$ cat src/rtl/wave_dac_sequencer.sv
// -----------------------------------------------------------------------------
// wave_dac_sequencer
//
// Generates a periodic sampling strobe and, on each strobe, sequences one
// dual-channel DAC update frame: wait for the generators to settle, capture
// both channel words, send one SPI command per enabled channel, then pulse
// the DAC latch (ldac_n) low.
//
// Ports
//   clk            system clock
//   reset          synchronous active-high reset
//   run            enables strobe generation
//   sample_period  strobe period in clk cycles (values below 2 act as 2)
//   enableA/B      channel enables
//   dacA/B_word    12-bit generator words
//   clk_sampling   one-cycle sampling strobe
//   spi_valid      SPI command valid
//   spi_data       SPI command word (0 while spi_valid is low)
//   spi_ready      SPI master accepts the command in this cycle
//   spi_done       one-cycle pulse at the end of a transfer
//   ldac_n         DAC latch strobe, active-low
//   overrun        sticky: a strobe arrived while a frame was in progress
//   busy           frame in progress
//
// CAPTURE_DELAY and LDAC_WIDTH must both be at least 1.
// -----------------------------------------------------------------------------
module wave_dac_sequencer #(
    parameter int unsigned CAPTURE_DELAY = 2,
    parameter int unsigned LDAC_WIDTH    = 4
) (
    input  logic        clk,
    input  logic        reset,
    input  logic        run,
    input  logic [15:0] sample_period,
    input  logic        enableA,
    input  logic        enableB,
    input  logic [11:0] dacA_word,
    input  logic [11:0] dacB_word,
    output logic        clk_sampling,
    output logic        spi_valid,
    output logic [15:0] spi_data,
    input  logic        spi_ready,
    input  logic        spi_done,
    output logic        ldac_n,
    output logic        overrun,
    output logic        busy
);

    localparam int TW = 16;
    localparam logic [TW-1:0] DLY_LAST = TW'(CAPTURE_DELAY - 1);
    localparam logic [TW-1:0] LAT_LAST = TW'(LDAC_WIDTH - 1);

    typedef enum logic [2:0] {
        IDLE   = 3'd0,
        DELAY  = 3'd1,
        SEND_A = 3'd2,
        WAIT_A = 3'd3,
        SEND_B = 3'd4,
        WAIT_B = 3'd5,
        LATCH  = 3'd6
    } state_t;

    // ---------------------------------------------------------------- divider
    logic [15:0] eff_period_s;
    logic        div_hit_s;
    logic [15:0] div_q, div_d;
    logic        strobe_q;

    assign eff_period_s = (sample_period < 16'd2) ? 16'd2 : sample_period;
    // ">=" rather than "==" so a shortened period fires on the next cycle
    assign div_hit_s    = run && (div_q >= (eff_period_s - 16'd1));

    // Divider next-count: held at zero while stopped, wraps on a strobe.
    always_comb begin
        div_d = div_q;
        if (!run) begin
            div_d = 16'd0;
        end else if (div_hit_s) begin
            div_d = 16'd0;
        end else begin
            div_d = div_q + 16'd1;
        end
    end

    // Divider counter and registered strobe.
    always_ff @(posedge clk) begin
        if (reset) begin
            div_q    <= 16'd0;
            strobe_q <= 1'b0;
        end else begin
            div_q    <= div_d;
            strobe_q <= div_hit_s;
        end
    end

    // -------------------------------------------------------------- frame FSM
    state_t        state_q, state_d;
    logic [TW-1:0] tmr_q, tmr_d;
    logic [11:0]   cap_a_q, cap_a_d;
    logic [11:0]   cap_b_q, cap_b_d;
    logic          cap_en_a_q, cap_en_a_d;
    logic          cap_en_b_q, cap_en_b_d;
    logic          overrun_q, overrun_d;
    logic          spi_valid_q, spi_valid_d;
    logic [15:0]   spi_data_q, spi_data_d;
    logic          ldac_n_q, ldac_n_d;
    logic          busy_q, busy_d;

    // Next-state, captures and next-cycle output values.
    always_comb begin
        state_d    = state_q;
        tmr_d      = tmr_q;
        cap_a_d    = cap_a_q;
        cap_b_d    = cap_b_q;
        cap_en_a_d = cap_en_a_q;
        cap_en_b_d = cap_en_b_q;
        // a strobe seen while a frame is running is dropped and flagged
        overrun_d  = overrun_q | (strobe_q && (state_q != IDLE));

        case (state_q)
            IDLE: begin
                if (strobe_q && (enableA || enableB)) begin
                    state_d = DELAY;
                    tmr_d   = '0;
                end else begin
                    state_d = IDLE;
                end
            end
            DELAY: begin
                if (tmr_q == DLY_LAST) begin
                    cap_a_d    = dacA_word;
                    cap_b_d    = dacB_word;
                    cap_en_a_d = enableA;
                    cap_en_b_d = enableB;
                    state_d    = enableA ? SEND_A : SEND_B;
                    tmr_d      = '0;
                end else begin
                    tmr_d = tmr_q + 16'd1;
                end
            end
            SEND_A: begin
                if (spi_ready) begin
                    state_d = WAIT_A;
                end else begin
                    state_d = SEND_A;
                end
            end
            WAIT_A: begin
                if (spi_done) begin
                    if (cap_en_b_q) begin
                        state_d = SEND_B;
                    end else begin
                        state_d = LATCH;
                        tmr_d   = '0;
                    end
                end else begin
                    state_d = WAIT_A;
                end
            end
            SEND_B: begin
                if (spi_ready) begin
                    state_d = WAIT_B;
                end else begin
                    state_d = SEND_B;
                end
            end
            WAIT_B: begin
                if (spi_done) begin
                    state_d = LATCH;
                    tmr_d   = '0;
                end else begin
                    state_d = WAIT_B;
                end
            end
            LATCH: begin
                if (tmr_q == LAT_LAST) begin
                    state_d = IDLE;
                    tmr_d   = '0;
                end else begin
                    tmr_d = tmr_q + 16'd1;
                end
            end
            default: begin
                state_d = IDLE;
                tmr_d   = '0;
            end
        endcase

        // outputs are registered from the next state so they line up with it
        spi_valid_d = (state_d == SEND_A) || (state_d == SEND_B);
        if (state_d == SEND_A) begin
            spi_data_d = {4'b0011, cap_a_d};
        end else if (state_d == SEND_B) begin
            spi_data_d = {4'b1011, cap_b_d};
        end else begin
            spi_data_d = 16'h0000;
        end
        ldac_n_d = (state_d != LATCH);
        busy_d   = (state_d != IDLE);
    end

    // Frame state, captures and registered outputs.
    always_ff @(posedge clk) begin
        if (reset) begin
            state_q     <= IDLE;
            tmr_q       <= '0;
            cap_a_q     <= 12'h000;
            cap_b_q     <= 12'h000;
            cap_en_a_q  <= 1'b0;
            cap_en_b_q  <= 1'b0;
            overrun_q   <= 1'b0;
            spi_valid_q <= 1'b0;
            spi_data_q  <= 16'h0000;
            ldac_n_q    <= 1'b1;
            busy_q      <= 1'b0;
        end else begin
            state_q     <= state_d;
            tmr_q       <= tmr_d;
            cap_a_q     <= cap_a_d;
            cap_b_q     <= cap_b_d;
            cap_en_a_q  <= cap_en_a_d;
            cap_en_b_q  <= cap_en_b_d;
            overrun_q   <= overrun_d;
            spi_valid_q <= spi_valid_d;
            spi_data_q  <= spi_data_d;
            ldac_n_q    <= ldac_n_d;
            busy_q      <= busy_d;
        end
    end

    assign clk_sampling = strobe_q;
    assign spi_valid    = spi_valid_q;
    assign spi_data     = spi_data_q;
    assign ldac_n       = ldac_n_q;
    assign overrun      = overrun_q;
    assign busy         = busy_q;

endmodule

$ cat config.mk
export PLATFORM = sky130hd
export DESIGN_NAME = wave_dac_sequencer
export DESIGN_NICKNAME = d
export VERILOG_FILES = /design/src/rtl/wave_dac_sequencer.sv
export SDC_FILE = /design/constraint.sdc
export NUM_CORES = 1
export LEC_CHECK = 0
export CAP_MARGIN = 20
export CELL_PAD_IN_SITES_DETAIL_PLACEMENT = 0
export CELL_PAD_IN_SITES_GLOBAL_PLACEMENT = 2
export CORE_MARGIN = 1
export CORE_UTILIZATION = 35
export DETAILED_ROUTE_END_ITERATION = 7
export GPL_TIMING_DRIVEN = 0
export PLACE_DENSITY = 0.94
export SLEW_MARGIN = 20
export SYNTH_ARGS = -nofsm -noshare
export SYNTH_HDL_FRONTEND = slang
export SYNTH_SLANG_ARGS = --single-unit
$ cat constraint.sdc
create_clock -name clk -period 6.91 [get_ports clk]
set_clock_uncertainty 0.1 [all_clocks]
set_input_delay 0.691 -clock clk [delete_from_list [all_inputs] [get_ports clk]]
set_output_delay 0.691 -clock clk [all_outputs]
set_load 0.03 [all_outputs]
==> results of run 1 <==
cells in the mapped netlist, types with 8 or more instances:
cell type,count
nand4_1,8
nand3_1,18
nor3_1,8
xnor2_1,21
xor2_1,16
nand2_1,27
dfxtp_1,78
nor2_1,75
clkbuf_1,8
o21ai_0,9
a21oi_1,14
ha_1,20
o32ai_2,9
mux2i_1,24
sequential cells by signal, indices dropped and copies added (netlist names):
register / flops
spi_data: 14
cap_a_q: 12
overrun: 1
ldac_n: 1
cap_b_q: 12
clk_sampling: 1
tmr_q: 16
state_q: 3
div_q: 16
cap_en_b_q: 1
busy: 1
stage by stage:
step / cells / hold slack (ns)
finish: 646 / 0.3940
global route: 646 / 0.4282
CTS: 646 / 0.3982
detailed placement: 630 / 0.3833
global placement: 630 / 0.3674
floorplan: 425 / 0.3409
final cells by class:
class	instances	area, µm²	share of cell area [%]
Buffer	19	116.4	2.374
Clock buffer	9	123.9	2.527
Clock inverter	7	55.05	1.123
Inverter	5	18.77	0.3828
Multi-Input combinational cell	323	2201	44.90
Sequential cell	78	1562	31.85
Tap cell	140	175.2	3.573
Timing Repair Buffer	65	650.6	13.27
power groups by stage:
stage                     registers [µW]  logic [µW]  clock network (µW)
after floorplan                      461        21.7                   0
after global placement               461        57.4                   0
after detailed placement             461        58.1                   0
after CTS                            450        58.4                 324
after global routing                 451        63.6                 343
final                                450        57.6                 317
per-layer routing:
layer	wire length (µm)	vias up	global-route usage (%)	part of all wire (%)
met1	4060	1503	19.70	47
met3	316	13	2.482	3.6
met5	0	-	0	0
met2	4148	63	26.92	48
met4	153	0	6.458	1.8
li1	-	1654	-	-
placed cells by master, fill, tap and decap left out, drive strengths merged, types with 4 or more instances in the layout:
| cell | instances |
|---|---|
| xor2 | 16 |
| nor4 | 6 |
| o32ai | 12 |
| xnor2 | 21 |
| clkdlybuf4s50 | 65 |
| inv | 8 |
| nor2b | 5 |
| or2 | 4 |
| buf | 10 |
| nand2b | 4 |
| a21o | 6 |
| nor3 | 8 |
| dfxtp | 78 |
| nor2 | 77 |
| mux2i | 24 |
| clkbuf | 18 |
| o21ai | 12 |
| a21oi | 14 |
| ha | 20 |
| or3 | 6 |
| and3 | 5 |
| nand4 | 9 |
| nand2 | 27 |
| nand3 | 18 |
cells by family after synthesis:
| family | after synthesis | synth area share [%] |
|---|---|---|
| simple gates | 178 | 22.15 |
| flops | 78 | 40.06 |
| compound gates | 63 | 13.32 |
| xor+xnor | 37 | 8.315 |
| mux | 24 | 6.164 |
| buf+inv | 24 | 3.467 |
| fa+ha+maj | 20 | 6.421 |
| other cells | 1 | 0.09622 |
worst reg2reg max path, delay by kind of cell, from the launching register on:
kind,cells,cell delay (ns)
adders and majority gates,1,0.27
DFF,1,0.41
AOI/OAI and AO/OA,5,1.21
and+or+nand+nor,1,0.16
buffers and inverters,1,0.34
path summary, 6_finish.rpt:
path,start,to,slack [ns],cells past startpoint
worst max-delay path,sample_period[6],div_q[8],2.05,16
worst min-delay path,div_q[0],div_q[0],0.39,1
worst max register to register,div_q[3],div_q[8],4.35,8
worst min register to register,div_q[0],div_q[0],0.39,1
==> results.tsv, run 1 <==
stage	metric	value	unit
worst_hold_path	worst_hold_path_type	reg2reg	
worst_setup_path	critPathSlowestCell	or4_1	
grt	grt_start_max_net_pins	16	
worst_setup_path	arrival	4.98	ns
power	share_comb_of_total_power	7.0	%
worst_setup_path	critPathRequiredTime	7.03	ns
clock_network	cts_root_buf	clkbuf_8	
synthesis	yosys.area.top_type	dfxtp_1	
floorplanning	rows	38	
place	place.gp.congestion	0.7608	
grt	grt_pass1_wl	14260	µm
synthesis	synth_top_area_share	40.06	%
timing	rsz0062_at_grt	no	
synthesis	yosysSeqAreaShare	40.06	%
floorplanning	dieArea	0.01156	mm²
power	switching_share	25.31	%
timing	slew_headroom	50.70	%
synthesis	synth_area_leaders	dfxtp_1 40%, nor2_1 7.2%, ha_1 6.4%	
worst_setup_path	path_cells	clkdlybuf4s50_1 > or4_1 > nor4b_2 > nand3_1 > nand2_1 > ha_1 > nand2_1 > nor2_1 > nand2_1 > xor2_1 > ha_1 > nand4_1 > or2_2 > o2111ai_1 > clkbuf_1 > nor2_1	
worst_setup_path	crit_path_end_kind	register	
worst_setup_path	startpoint_type	primary input	
synthesis	syn_nets	492	
timing	period_share	70.32	%
synthesis	yosys_warnings	0	
worst_setup_path	path_class	in2reg	
timing	finalSetupTns	0	ns
synthesis	synth_seq_cells	78	
synthesis	synthCells	425	
clock_network	cts_tree	built	
worst_setup_path	cp_max_fo	10	
power	peakVddDrop	0.09233	mV
synthesis	synth_edf_count	0	
cells_and_area	layout.nets	568	
place	portBuffers	65	
power	switching_power	208.8	µW
power	p_clk_share	38.4	%
worst_setup_path	cp_slowest_stage_delay	0.61	ns
power	power.leakage	0.001704	µW
floorplanning	fp.dieH	107.5	µm
detailed_routing	dr.first_iter.drc_count	148	
clock_network	clk_latency	0.36	ns
power	intPower	616.0	µW
detailed_routing	viasPerCell	5.005	
grt	gr-total-overflow	0	
power	p_seq_share	54.6	%
synthesis	async_flop_share	0	%
place	dp_hpwl	6762	µm
clock_network	numClockSinks	78	
detailed_routing	drtAntennaViolNets	0	
grt	antenna_found_initial	0	
timing	setup_ws	2.051	ns
cells_and_area	fillers	1092	
worst_setup_path	critPathMostFrequentCell	nand2_1	
place	pre_cts_ws	1.579	ns
worst_setup_path	cp_num_buf_inv	2	
detailed_routing	drt-total-wl	8680	µm
cells_and_area	final_util	45.22	%
cells_and_area	area_growth	25.78	%
clock_network	clk_pin_slew	0.08	ns
synthesis	syn_area	0.003897	mm²
power	powerDensity	168.2	mW/mm²
floorplanning	start_util	35.95	%
outcome	status	finished clean	
floorplanning	die_w	107.5	µm
clock_network	cts_hold_buf	0	
floorplanning	core_area	0.01084	mm²
floorplanning	ios	68	
timing	finalMaxSlewViolations	0	
power	p_total	824.8	µW
detailed_routing	wl_per_cell	13.44	µm
synthesis	synth_cell_types	52	
synthesis	synth_area_per_cell	9.171	µm²
clock_network	cts_buffer_depth	2	
cells_and_area	final_area	0.004902	mm²
synthesis	synth_top_flop_cell	dfxtp_1	
clock_network	post_cts_resized	0	
timing	tightest_slew	0.7362	ns
detailed_routing	drc	0	
worst_setup_path	cp_top_family	simple AND/OR/NAND/NOR gates	
cells_and_area	antenna_cells	0	
clock_network	htree_num_levels	3	
clock_network	cts_buffers	9	
timing	setup_viol	0	
timing	fin_crit	4.859	ns
grt	grt_pass1_vias	3088	
detailed_routing	num_vias	3233	
cells_and_area	layout-drive-gt1-share	10.08	%
grt	grt_use_total	15.78	%
detailed_routing	dr.pass1.iters	4	
timing	fmax	0.2058	GHz
place	place_area	0.004723	mm²
timing	timing.final.hold_violations	0	
clock_network	cts_setup_buffers	0	
job	maxCapViolations	0	
(Power assumes the default switching activity.)
==> run 2: changes to the inputs <==
--- a/config.mk
+++ b/config.mk
@@ -9,10 +9,10 @@
 export CELL_PAD_IN_SITES_DETAIL_PLACEMENT = 0
 export CELL_PAD_IN_SITES_GLOBAL_PLACEMENT = 2
 export CORE_MARGIN = 1
-export CORE_UTILIZATION = 35
+export CORE_UTILIZATION = 32
 export DETAILED_ROUTE_END_ITERATION = 7
 export GPL_TIMING_DRIVEN = 0
-export PLACE_DENSITY = 0.94
+export PLACE_DENSITY = 0.88
 export SLEW_MARGIN = 20
 export SYNTH_ARGS = -nofsm -noshare
 export SYNTH_HDL_FRONTEND = slang
==> constraint.sdc (replaced) <==
create_clock -name clk -period 5.1 [get_ports clk]
set_clock_uncertainty 0.1 [all_clocks]
set_input_delay 0.51 -clock clk [delete_from_list [all_inputs] [get_ports clk]]
set_output_delay 0.51 -clock clk [all_outputs]
set_load 0.03 [all_outputs]
==> run 2 against run 1 <==
Effect of this change: first-iteration DRC count grew 26%; register-to-register slack got worse by 1.7 ns; sequential share of layout area shrank 0.80 points; die area is 9.2% higher; cell count rose by 0.46%; critical path type unchanged; largest power group is now clock.
==> results.tsv, run 2 (same netlist as run 1, synthesis figures left out) <==
stage	metric	value	unit	change
timing	fmax	0.2228	GHz	
grt	gr-usage-met1	18.57	%	-1.1 points
floorplanning	ios	68		unchanged
grt	top_usage_layer	met2		
cells_and_area	layout_common_cells	78 x dfxtp_1, 75 x nor2_1, 65 x clkdlybuf4s50_1, 27 x nand2_1, 24 x mux2i_1		
clock_network	post_cts_resized	0		unchanged
timing	finalSetupTns	0	ns	unchanged
floorplanning	die_w	112.4	µm	+4.5%
timing	period_share	88.02	%	
clock_network	cts_buffers	9		unchanged
grt	gr-total-overflow	0		unchanged
cells_and_area	layout-drive-gt1-share	10.28	%	+0.20 points
floorplanning	rows	39		+2.6%
grt	antenna_found_initial	0		unchanged
worst_setup_path	cp_num_buf_inv	2		unchanged
timing	rsz0062_at_grt	no		
worst_setup_path	cp_top_family	simple AND/OR/NAND/NOR gates		
worst_setup_path	cp_max_fo	10		unchanged
worst_setup_path	critPathMostFrequentCell	nand2_1		
floorplanning	start_util	33.42	%	-2.5 points
cells_and_area	final_area	0.005029	mm²	+2.6%
grt	grt_use_total	14.67	%	-1.1 points
worst_setup_path	cp_slowest_stage_delay	0.60	ns	about the same
timing	finalMaxSlewViolations	0		unchanged
timing	tightest_slew	0.8014	ns	+0.06516 ns
power	powerDensity	263.7	mW/mm²	+57%
worst_setup_path	critPathSlowestCell	or4_1		
place	place.gp.congestion	0.7508		-1.3%
worst_setup_path	reg2regPathDepth	8		unchanged
detailed_routing	dr.first_iter.drc_count	187		+26%
detailed_routing	dr.pass1.iters	4		unchanged
timing	slew_headroom	46.34	%	-4.4 points
timing	setup_viol	0		unchanged
worst_setup_path	arrival	4.60	ns	-0.38 ns
place	portBuffers	65		unchanged
place	dp_cells	633		+0.48%
clock_network	cts_root_buf	clkbuf_16		
clock_network	cts_hold_buf	0		unchanged
grt	use_met2	24.43	%	-2.5 points
cells_and_area	antenna_cells	0		unchanged
grt	gr-usage-met3	3.348	%	+0.87 points
grt	grt_pass1_vias	3104		+0.52%
worst_setup_path	critPathRequiredTime	5.21	ns	-1.82 ns
clock_network	htree_num_levels	3		unchanged
timing	fin_crit	4.489	ns	
detailed_routing	drt-total-wl	8872	µm	+2.2%
worst_setup_path	reg2reg_setup_slack	2.61	ns	-1.74 ns
clock_network	cts_tree	built		
cells_and_area	layout.nets	568		unchanged
floorplanning	dieArea	0.01262	mm²	+9.2%
clock_network	cts_setup_buffers	0		unchanged
detailed_routing	wl_per_cell	13.67	µm	+1.7%
timing	holdWs	0.3794	ns	-0.01463 ns
detailed_routing	drc	0		unchanged
detailed_routing	drtAntennaViolNets	0		unchanged
place	place_area	0.004727	mm²	about the same
cells_and_area	layoutNonFillerInstCount	649		+0.46%
worst_setup_path	crit_path_end_kind	register		
detailed_routing	viasPerCell	4.941		-1.3%
cells_and_area	final_common_cell	dfxtp_1		
timing	timing.final.hold_violations	0		unchanged
worst_setup_path	path_class	in2reg		
worst_setup_path	startpoint_type	primary input		
place	dp_hpwl	6895	µm	+2.0%
power	power.leakage	0.001768	µW	+3.8%
cells_and_area	area_growth	29.02	%	
floorplanning	core_area	0.01166	mm²	+7.6%
clock_network	cts_buffer_depth	2		unchanged
worst_hold_path	worst_hold_path_type	reg2reg		
outcome	status	finished clean		
grt	grt_start_max_net_pins	14		-2
worst_setup_path	path_cells	clkdlybuf4s50_1 > or4_1 > nor4b_2 > nand3_1 > nand2_1 > ha_1 > nand2_1 > nor2_1 > nand2_1 > xor2_1 > ha_1 > nand4_1 > or2_2 > o2111ai_1 > clkbuf_2 > nor2_1		
clock_network	clk_latency	0.33	ns	-0.03 ns
floorplanning	fp.dieH	112.4	µm	+4.5%
clock_network	numClockSinks	78		unchanged
power	peakVddDrop	0.1257	mV	+36%
worst_hold_path	min_path_cells	1		unchanged
job	maxCapViolations	0		unchanged
detailed_routing	num_vias	3207		-0.80%
grt	grt_pass1_wl	14650	µm	+2.7%
clock_network	clk_pin_slew	0.05	ns	-0.03 ns
worst_setup_path	cp.depth	16		unchanged
-- run 2: cell count changes in the layout (fill, tap and decap cells not counted), sizes merged --
cell	before	now
clkbuf	18	19
clkinvlp	2	1
bufinv	0	1
inv	8	5
clkinv	2	4
-- run 2: per-stage QoR --
| step | setup WS [ns] | util (%) | power, µW |
|---|---|---|---|
| 2_1_floorplan | 1.203 | - | 653.7 |
| 3_3_place_gp | 0.08704 | 40.53 | 703.5 |
| 3_5_place_dp | 0.08173 | 40.53 | 704.1 |
| 4_1_cts | 0.4163 | 43.11 | 1341 |
| 5_1_grt | 0.1457 | 43.12 | 1378 |
| 6_report | 0.6112 | 43.12 | 1326 |
-- run 2: routing by layer --
metal / up-vias / wire length [µm]
li1: 1646 / -
met1: 1504 / 4327
met2: 50 / 4176
met3: 7 / 258
met4: 0 / 110
met5: - / 0
-- run 2: area by class of cell --
| type | instances | area (µm²) |
|---|---|---|
| Clock buffer | 10 | 239.0 |
| Inverter | 5 | 18.77 |
| Buffer | 19 | 117.6 |
| Sequential cell | 78 | 1562 |
| Multi-Input combinational cell | 323 | 2201 |
| Clock inverter | 6 | 61.31 |
| Fill cell | 1147 | 6634 |
| Timing Repair Buffer | 65 | 650.6 |
| Tap cell | 143 | 178.9 |
-- run 2: path summary, 6_finish.rpt --
kind / startpoint / end
worst max-delay path: sample_period[6] / div_q[13]
worst min register to register: div_q[0] / div_q[0]
worst min-delay path: div_q[0] / div_q[0]
worst max register to register: div_q[3] / div_q[13]
-- run 2: power breakdown --
| part | internal [µW] | total [µW] | leakage [µW] | switching, µW |
|---|---|---|---|---|
| sequential | 610 | 611 | 0.000628 | 1.01 |
| combinational | 44.0 | 78.7 | 0.000991 | 34.7 |
| clock | 390 | 636 | 0.000148 | 246 |
| total | 1040 | 1330 | 0.00177 | 282 |
==> run 3: changes to the inputs <==
--- a/config.mk
+++ b/config.mk
@@ -9,10 +9,10 @@
 export CELL_PAD_IN_SITES_DETAIL_PLACEMENT = 0
 export CELL_PAD_IN_SITES_GLOBAL_PLACEMENT = 2
 export CORE_MARGIN = 1
-export CORE_UTILIZATION = 32
+export CORE_UTILIZATION = 29
 export DETAILED_ROUTE_END_ITERATION = 7
 export GPL_TIMING_DRIVEN = 0
-export PLACE_DENSITY = 0.88
+export PLACE_DENSITY = 0.85
 export SLEW_MARGIN = 20
 export SYNTH_ARGS = -nofsm -noshare
 export SYNTH_HDL_FRONTEND = slang
==> constraint.sdc (replaced) <==
create_clock -name clk -period 3.7 [get_ports clk]
set_clock_uncertainty 0.1 [all_clocks]
set_input_delay 0.37 -clock clk [delete_from_list [all_inputs] [get_ports clk]]
set_output_delay 0.37 -clock clk [all_outputs]
set_load 0.03 [all_outputs]
==> run 3 against run 2 <==
Effect of this change: wire length grew 4.3%; sequential power grew 38%; sequential share of layout area decreased by 1.5 points; setup slack worse by 0.31 ns; register-to-register slack worse by 1.3 ns; sequential cell count stayed put; non-clock buffer count rose by 8; first-iteration DRC count is 22% lower; global-route usage shrank 0.99 points; largest cell class unchanged; core utilization shrank 2.1 points; critical endpoint is now div_q[14]; die area rose by 10%; cell area rose by 5.1%.
==> results.tsv, run 3 (same netlist as run 1, synthesis figures left out) <==
stage	metric	value	unit	change
clock_network	numClockSinks	78		unchanged
outcome	status	finished clean		
floorplanning	start_util	30.27	%	-3.1 points
worst_hold_path	worst_hold_path_type	reg2reg		
detailed_routing	drtAntennaViolNets	0		unchanged
detailed_routing	drc	0		unchanged
place	portBuffers	65		unchanged
place	dp_hpwl	7000	µm	+1.5%
clock_network	cts_hold_buf	0		unchanged
detailed_routing	wl_per_cell	13.49	µm	-1.3%
worst_setup_path	arrival	3.57	ns	-1.03 ns
cells_and_area	area_growth	35.54	%	
clock_network	cts_root_buf	clkbuf_16		
grt	antenna_found_initial	0		unchanged
timing	fin_crit	3.402	ns	
worst_setup_path	cp_slowest_stage_delay	0.57	ns	-0.03 ns
clock_network	clk_pin_slew	0.06	ns	about the same
clock_network	htree_num_levels	3		unchanged
cells_and_area	final_common_cell	dfxtp_1		
clock_network	clk_latency	0.33	ns	about the same
power	peakVddDrop	0.2443	mV	+94%
grt	grt_start_max_net_pins	16		+2
cells_and_area	antenna_cells	0		unchanged
floorplanning	fp.dieH	117.9	µm	+5.0%
worst_setup_path	startpoint_type	primary input		
worst_setup_path	crit_path_end_kind	register		
timing	fmax	0.2940	GHz	
timing	tightest_slew	0.7767	ns	-0.02473 ns
floorplanning	ios	68		unchanged
worst_setup_path	critPathMostFrequentCell	a21o_1		
detailed_routing	viasPerCell	4.749		-3.9%
cells_and_area	fillers	1282		+12%
floorplanning	die_w	117.9	µm	+5.0%
worst_setup_path	cp_max_fo	5		-5
worst_setup_path	critPathSlowestCell	or4_4		
grt	grt_pass1_vias	3224		+3.9%
timing	timing.final.hold_violations	0		unchanged
worst_hold_path	min_path_cells	1		unchanged
timing	rsz0062_at_grt	no		
cells_and_area	layout_common_cells	78 x dfxtp_1, 75 x nor2_1, 61 x clkdlybuf4s50_1, 25 x nand2_1, 24 x mux2i_1		
cells_and_area	final_util	41.03	%	-2.1 points
worst_setup_path	reg2regPathDepth	8		unchanged
detailed_routing	num_vias	3258		+1.6%
timing	slew_headroom	47.99	%	+1.7 points
job	maxCapViolations	0		unchanged
worst_setup_path	path_cells	clkbuf_2 > or4_4 > nor4b_4 > nand3_2 > nand2_2 > ha_4 > nand2_4 > nor4_4 > xnor2_2 > ha_1 > a21o_1 > a21o_1 > a21oi_1 > or2_4 > o2111ai_4 > buf_8 > nor2_1		
detailed_routing	dr.pass1.iters	4		unchanged
power	p_total	1858	µW	+40%
clock_network	cts_buffer_depth	2		unchanged
place	dp_cells	662		+4.6%
detailed_routing	drt-total-wl	9257	µm	+4.3%
timing	setup_viol	0		unchanged
worst_setup_path	path_class	in2reg		
worst_setup_path	critPathRequiredTime	3.87	ns	-1.34 ns
grt	grt_use_total	13.68	%	-0.99 points
power	powerDensity	351.8	mW/mm²	+33%
timing	finalSetupTns	0	ns	unchanged
grt	grt_pass1_wl	15480	µm	+5.7%
timing	period_share	91.93	%	
floorplanning	rows	41		+5.1%
cells_and_area	layout.nets	576		+1.4%
grt	gr-total-overflow	0		unchanged
detailed_routing	dr.first_iter.drc_count	145		-22%
cells_and_area	layout-drive-gt1-share	14.98	%	+4.7 points
clock_network	cts_tree	built		
timing	finalMaxSlewViolations	0		unchanged
floorplanning	core_area	0.01288	mm²	+10%
floorplanning	dieArea	0.01391	mm²	+10%
place	place.gp.congestion	0.7786		+3.7%
power	power.leakage	0.001871	µW	+5.8%
cells_and_area	layoutNonFillerInstCount	686		+5.7%
clock_network	cts_buffers	9		unchanged
==> run 3: cell type report <==
class	count	area [µm²]	area share [%]
Clock inverter	7	80.08	1.516
Timing Repair Buffer	73	716.9	13.57
Sequential cell	78	1562	29.56
Buffer	19	127.6	2.416
Clock buffer	9	225.2	4.263
Multi-Input combinational cell	323	2337	44.24
Inverter	5	18.77	0.3553
Tap cell	172	215.2	4.074
==> run 3: critical path: cells and delay by family <==
family | cells | cell delay [ns]
AO/OA/AOI/OAI | 4 | 0.64
XOR/XNOR | 1 | 0.10
adder cells (fa/ha/maj) | 2 | 0.34
buffers and inverters | 2 | 0.32
AND/OR/NAND/NOR | 8 | 1.79
==> run 3: power by group <==
group	switching, µW	total [µW]	internal (µW)
clock	361	892	532
combinational	56.3	124	67.9
sequential	1.43	842	841
==> run 3: repair_timing <==
action | in CTS | in global routing
pin swaps | 6 | 7
gates cloned | 1 | 0
buffers inserted | 6 | 1
resized for setup | 21 | 18
setup endpoints to repair | 17 | 17
==> run 3: metrics by stage <==
step           setup slack (ns)  hold WS (ns)  cell area (µm²)
6_report                 0.2985        0.3881             5283
5_1_grt                 0.08472        0.4197             5283
4_1_cts                0.001846        0.3886             5216
3_5_place_dp             -1.142        0.3734             4765
3_3_place_gp             -1.074        0.3607             4765
2_1_floorplan           0.01621        0.3409             3899
==> run 3: final timing paths <==
| check | from | endpoint | slack (ns) |
|---|---|---|---|
| max | sample_period[6] | div_q[14] | 0.30 |
| max reg2reg | tmr_q[0] | spi_data[6] | 1.30 |
| min reg2reg | div_q[0] | div_q[0] | 0.39 |
| min | div_q[0] | div_q[0] | 0.39 |
==> run 3: metal layers <==
metal	track usage, %	share of wire [%]	routed length, µm
met5	0	0	0
met3	2.277	2.6	241
met1	17.04	47	4393
met2	23.93	49	4533
met4	4.087	0.96	89
